==> src/rtl/alu_seq_ctrl.sv <==
// Two-beat command sequencer for an external ALU: operand beat, op beat, one EXEC cycle, held response.
// Optional ALU_SEQ_CHAIN_EN: op beat bit 3 feeds the previous result back as operand A.
module alu_seq_ctrl #(
  parameter int CNT_W = 8
) (
  input  logic             clk,
  input  logic             rst_n,
  input  logic             cmd_valid,
  output logic             cmd_ready,
  input  logic [7:0]       cmd_data,
  output logic [3:0]       alu_a,
  output logic [3:0]       alu_b,
  output logic [2:0]       alu_sel,
  input  logic [7:0]       alu_y,
  input  logic             alu_zero,
  input  logic             alu_carry,
  output logic             rsp_valid,
  input  logic             rsp_ready,
  output logic [7:0]       rsp_data,
  output logic [1:0]       rsp_flags,
  output logic             busy,
  output logic [CNT_W-1:0] op_count
);

  typedef enum logic [1:0] {IDLE, GET_OP, EXEC, RESP} state_t;

  typedef struct packed {
    logic [7:0] data;
    logic [1:0] flags;
  } rsp_t;

  state_t           state, state_nxt;
  logic [3:0]       a_q, b_q;
  logic [2:0]       sel_q;
  rsp_t             rsp_q;
  logic [CNT_W-1:0] cnt_q;
  logic             cmd_hs, rsp_hs;

  assign cmd_hs = cmd_valid & cmd_ready;
  assign rsp_hs = rsp_valid & rsp_ready;

  always_ff @(posedge clk) begin
    if (!rst_n) state <= IDLE;
    else        state <= state_nxt;
  end

  always_comb begin
    state_nxt = state;
    cmd_ready = 1'b0;
    rsp_valid = 1'b0;
    case (state)
      IDLE: begin
        cmd_ready = 1'b1;
        if (cmd_hs) state_nxt = GET_OP;
      end
      GET_OP: begin
        cmd_ready = 1'b1;
        if (cmd_hs) state_nxt = EXEC;
      end
      EXEC: state_nxt = RESP;
      RESP: begin
        rsp_valid = 1'b1;
        if (rsp_hs) state_nxt = IDLE;
      end
      default: state_nxt = IDLE;
    endcase
  end

  // Operand/select registers drive the ALU directly so its inputs only move on a capture edge.
  always_ff @(posedge clk) begin
    if (!rst_n) begin
      a_q   <= '0;
      b_q   <= '0;
      sel_q <= '0;
      rsp_q <= '0;
      cnt_q <= '0;
    end else begin
      if (state == IDLE && cmd_hs) begin
        a_q <= cmd_data[7:4];
        b_q <= cmd_data[3:0];
      end
      if (state == GET_OP && cmd_hs) begin
        sel_q <= cmd_data[2:0];
`ifdef ALU_SEQ_CHAIN_EN
        if (cmd_data[3]) a_q <= rsp_q.data[3:0];
`endif
      end
      if (state == EXEC) begin
        rsp_q.data  <= alu_y;
        rsp_q.flags <= {alu_carry, alu_zero};
      end
      if (rsp_hs) cnt_q <= cnt_q + 1'b1;
    end
  end

  assign alu_a     = a_q;
  assign alu_b     = b_q;
  assign alu_sel   = sel_q;
  assign rsp_data  = rsp_q.data;
  assign rsp_flags = rsp_q.flags;
  assign op_count  = cnt_q;
  assign busy      = (state != IDLE);

endmodule

==> config.mk <==
export PLATFORM = sky130hd
export DESIGN_NAME = alu_seq_ctrl
export DESIGN_NICKNAME = d
export VERILOG_FILES = /design/src/rtl/alu_seq_ctrl.sv
export SDC_FILE = /design/constraint.sdc
export NUM_CORES = 1
export LEC_CHECK = 0
export ABC_AREA = 1
export CAP_MARGIN = 20
export CORE_ASPECT_RATIO = 0.7
export CORE_MARGIN = 10
export CORE_UTILIZATION = 38
export CTS_CLUSTER_SIZE = 25
export DETAILED_ROUTE_END_ITERATION = 12
export GPL_TIMING_DRIVEN = 0
export HOLD_SLACK_MARGIN = 0.03
export MAX_ROUTING_LAYER = met4
export PLACE_DENSITY = 0.73
export SLEW_MARGIN = 20
export SYNTH_ARGS = -nofsm -noshare
export SYNTH_HDL_FRONTEND = slang
export SYNTH_SLANG_ARGS = --single-unit
==> constraint.sdc <==
create_clock -name clk -period 1.7 [get_ports clk]
set_clock_uncertainty 0.05 [all_clocks]
set_input_delay 0.34 -clock clk [delete_from_list [all_inputs] [get_ports clk]]
set_output_delay 0.34 -clock clk [all_outputs]
set_load 0.05 [all_outputs]
# After elaboration in Yosys (flattened, before gate mapping)
# Cells that the tools add are included.
# word_totals
romBits	0
latchBits	0
inputBits	22
regBits	31
ram_bits	0
out_inout_bits	32
mem_count	0
wordCells	28
# op_classes
muxes	6
n_bitwise	2
multipliers	0
div_mod_pow	0
n_lt_le_gt_ge	0
n_addsub	1
eq_ne	6
shifts	0
reduce_logical	6
# op_table
op	n
8-bit by 1-bit adder with 8-bit output (second input constant)	1
2-bit case mux with 4 select lines	1
2-bit two-way mux	3
2-bit inequality test (second input constant)	3
2-bit equality test (second input constant)	2
3-bit AND reduction	1
1-bit bitwise AND	2
2-bit by 1-bit equality test with 1-bit output (second input constant)	1
1-bit logical AND	2
2-bit zero test	1
1-bit two-way mux	2
2-bit nonzero test	1
2-bit OR reduction	1

# Longest topological paths before layout
# depth
word_depth	6
depth_mapped	8
mapped_depth_nobuf	8

# Least setup slack after synthesis
# OpenSTA, ideal clock, no wires.
# synth_timing
kind	register to register
start	reg state[0]
end	reg state[0]
required_ns	1.586
path_slack_ns	-0.248
path_buffers	0
setup_time_ns	0.064
t_arrival_ns	1.834
synth_period_minus_slack_ns	1.948
path_stages_with_launch	9
path_cell_list	dfxtp_1 -> inv_1 -> ha_1 -> inv_1 -> nand2_1 -> nand2_1 -> and2_1 -> nor2_1 -> nor2_1
# synth_between
elab_chain_cells	6
word_cells_on_any_way	14
classes_between	eq/ne (6); mux (3); bitwise (2); reduce/logical (3)
# synth_lines
item	line_no	text
start, declared	32	state_t state, state_nxt;
start signal, assigned	44	else state <= state_nxt;
2-bit by 1-bit equality test with 1-bit output / 2-bit zero test (equally long branches)	51	case (state)
2-bit OR reduction (no line) (*)	n/a	
1-bit two-way mux (*)	51	
named net cmd_ready	9	output logic cmd_ready,
1-bit bitwise AND (*)	39	assign cmd_hs = cmd_valid & cmd_ready;
2-bit inequality test (no line)	n/a	
3-bit AND reduction (no line) (*)	n/a	
# Mark *: on every way through the listed nets, which the timed path passes. The rest lies on a longest branch.
# A chain may end at the register's enable or synchronous reset.

# Worst setup path after layout
# layout_timing
start	reg state[0]
end	out cmd_ready
# layout_between
elab_chain_cells	3
word_cells_on_any_way	4
classes_between	eq/ne (1); mux (1); reduce/logical (2)
# layout_lines
item	line_no
2-bit by 1-bit equality test with 1-bit output / 2-bit zero test (equally long branches)	51
2-bit OR reduction (no line) (*)	n/a
1-bit two-way mux (*)	51
end, declared	9
# Every way passes the cells marked *; elsewhere a longest branch is shown, timed or not.

==> impl_metrics.csv <==
group,metric,value,unit
worst_setup_path,cp_max_fo,4,
global_route,grt_max_degree,11,
worst_setup_path,required,1.31,ns
synthesis,synth-seq-cells,31,
placed_design,place.gp.congestion,0.807,
worst_setup_path,cp_slowest_cell,"dfxtp_2",
power_and_ir_drop,p_leak,0.937,nW
global_route,overflow,0,
clock_network,cts_hold_buf,0,
routing,vias,1220,
power_and_ir_drop,p_switching,0.00155,W
global_route,grt_pass1_vias,1089,
synthesis,synth_nets,201,
sta,finalSetupTns,0,ns
synthesis,avgSynthCellArea,7.33,µm²
worst_setup_path,worstSetupEndpointType,"output pin",
clock_network,h-tree-depth,2,
clock_network,clockBufferDepth,2,
power_and_ir_drop,ir_worst_vdd,0.893,mV
cells_and_area,layout.nets,261,
synthesis,netlist_instances,173,
worst_setup_path,crit_chain,"inv_2 > ha_2 > clkinvlp_4 > nand2_4 > buf_6",
worst_setup_path,arrival,1.24,ns
routing,avgViaCountPerCell,4.49,
clock_network,cts_buffers,5,
clock_network,insertion_delay,0.27,ns
power_and_ir_drop,pwr-share-comb,0.505,
die,die_width,89.1,µm
sta,rsz0062_at_grt,"no",
worst_setup_path,worst-path-buf-inv,3,
die,dieArea,6090,µm²
worst_setup_path,rr_startpoint,"state[1]",
worst_hold_path,holdPathStages,2,
sta,tightest_slew,0.521,ns
sta,hold_viol,0,
power_and_ir_drop,power_density,1720,nW/µm²
routing,antenna_left,0,
worst_setup_path,slowest_delay,0.34,ns
worst_setup_path,r2r.worst_path.cells,6,
worst_hold_path,hp-start,"alu_a[0]",
worst_setup_path,setup.reg_to_reg.worst_slack,0.34,ns
cells_and_area,drive_gt1_frac,0.0855,
die,num_rows,17,
worst_hold_path,hold_path.class,"reg2reg",
cells_and_area,instances_no_fill,272,
global_route,grt_antenna_before_repair,0,
sta,finalSetupViolCount,0,
cells_and_area,final_cell_mix,"nor2_1 (57), dfxtp_1 (29), dlygate4sd2_1 (28), o21ai_0 (23), clkdlybuf4s50_1 (21)",
global_route,grt_pass1_wl,5120,µm
sta,clock.fmax,0.614,GHz
synthesis,synth_top_area_frac,0.489,
outcome,status,"completed",
flow_run,maxCapViolations,0,
worst_setup_path,r2r_end,"op_count[4]",
placed_design,dp.cells,264,
die,core_area,3170,µm²
placed_design,placed_cell_area,1860,µm²
sta,fin_crit_sh,0.958,
synthesis,ys_types,16,
clock_network,cts.sinks,31,
routing,wl_per_cell,12.3,µm
worst_setup_path,cp.depth,5,
routing,drt-initial-drc-count,49,
synthesis,synth_area_leader_cell,"dfxtp_1",
worst_setup_path,crit_family,"flip-flops",
synthesis,synth.area.top_cells,"dfxtp_1 (49%), nor2_1 (17%), o21ai_0 (9.1%)",
routing,drcViolationCount,0,
synthesis,yosysSeqAreaShare,0.489,
placed_design,io_buffer_count,53,
sta,relSlewSlack,0.654,
cells_and_area,layout_commonest_cell,"nor2_1",
clock_network,cts_tree,"built",
clock_network,post-cts-setup-buffer-count,0,
routing,drt_wl_total,3350,µm
clock_network,root_buffer,"clkbuf_8",
die,dieHeight,68.3,µm
cells_and_area,syn_to_final_growth,51.7,%
placed_design,hpwl,2620,µm
worst_setup_path,cp-start-kind,"flip-flop",
power_and_ir_drop,p_int,0.00176,W
worst_hold_path,hold_end,"alu_a[0]",
sta,period_minus_slack,1.63,ns
power_and_ir_drop,clockPowerShare,0.187,
power_and_ir_drop,p_seq_frac,0.308,
cells_and_area,fin_area,1920,µm²
synthesis,synthesis.area,1270,µm²
power_and_ir_drop,swShare,0.468,
clock_network,path_clk_slew,0.06,ns
synthesis,ys_warn_count,0,
sta,final-max-slew-violation-count,0,
routing,firstDrtPassIters,4,
worst_setup_path,worstSetupPathType,"reg2out",
die,design.portCount,54,
cells_and_area,diodes,0,
global_route,grtUsageTotal,0.116,
die,start_util,0.400,
==> area by class of cell <==
type,count,area (µm²)
clock buffers,8,100
repair buffers,53,492
fillers,315,1240
plain buffers,4,16.3
well taps,38,47.5
multi-input cells,123,586
flip-flops and latches,31,623
inverters,15,60.1
==> Yosys cell counts, drive strengths merged <==
| cell type | n |
|---|---|
| nor2 | 59 |
| dfxtp | 31 |
| o21ai | 23 |
| nand2 | 20 |
| inv | 14 |
| nand3 | 7 |
| a21oi | 6 |
| ha | 6 |
| buf | 2 |
| clkbuf | 2 |
| and2 | 1 |
| clkinv | 1 |
| nand3b | 1 |
==> per-layer routing <==
layer	up-vias	global-route usage	part of all wire	wire [µm]
met2	34	0.164	0.43	1450
met4	0	0.0474	0.0036	12
li1	665	-	-	-
met3	3	0.0498	0.075	250
met5	-	-	0	0
met1	518	0.141	0.49	1640
==> state kept, by name, summed over array words and instances, names as in the netlist <==
name / flops
rsp_flags: 2
alu_a: 4
rsp_data: 8
op_count: 8
alu_b: 4
state: 2
alu_sel: 3
==> repair_timing <==
item / in CTS / in global routing
pin swaps: 0 / 0
setup endpoints to repair: 32 / 4
resized for setup: 49 / 5
cloned: 0 / 0
==> worst reg2reg max path, stage by stage (launching register included) <==
cell and delay, ns:
dfxtp_2 0.37, ha_1 0.27, nand3_1 0.17, nor2_2 0.20, nand3_1 0.10, nand2_1 0.07, nor2_1 0.04
==> cells by family after synthesis <==
family | count (synthesis) | share of synthesized area
buf+inv | 19 | 0.0572
flops | 31 | 0.489
compound gates | 29 | 0.114
fa+ha+maj | 6 | 0.0592
simple gates | 88 | 0.280
==> how the worst max path moves through the flow <==
stage,from,to,slack [ns]
2_1_floorplan,state[0],state[0],0.03
3_3_place_gp,state[1],cmd_ready,-0.36
3_5_place_dp,state[0],cmd_ready,-0.37
4_1_cts,state[1],cmd_ready,0.003
5_1_grt,state[0],cmd_ready,0.01
6_report,state[0],cmd_ready,0.07
==> metrics by stage <==
stage,worst slack [ns],utilization,hold slack (ns),total power (W)
final,0.0711,0.607,0.429,0.00331
after global placement,-0.357,0.586,0.416,0.00281
after CTS,0.00282,0.605,0.436,0.00335
after floorplan,0.0314,-,0.425,0.00224
after detailed placement,-0.368,0.586,0.427,0.00282
after global routing,0.0142,0.607,0.456,0.00353
==> power by group through the flow <==
| stage | logic [W] | registers [W] | clock network (W) |
|---|---|---|---|
| final | 0.00167 | 0.00102 | 0.000618 |
| after global placement | 0.00178 | 0.00103 | 0 |
| after floorplan | 0.000654 | 0.00158 | 0 |
| after global routing | 0.00180 | 0.00104 | 0.000684 |
| after detailed placement | 0.00179 | 0.00103 | 0 |
| after CTS | 0.00169 | 0.00102 | 0.000643 |
No activity file was read; power rests on OpenSTA's default activity.
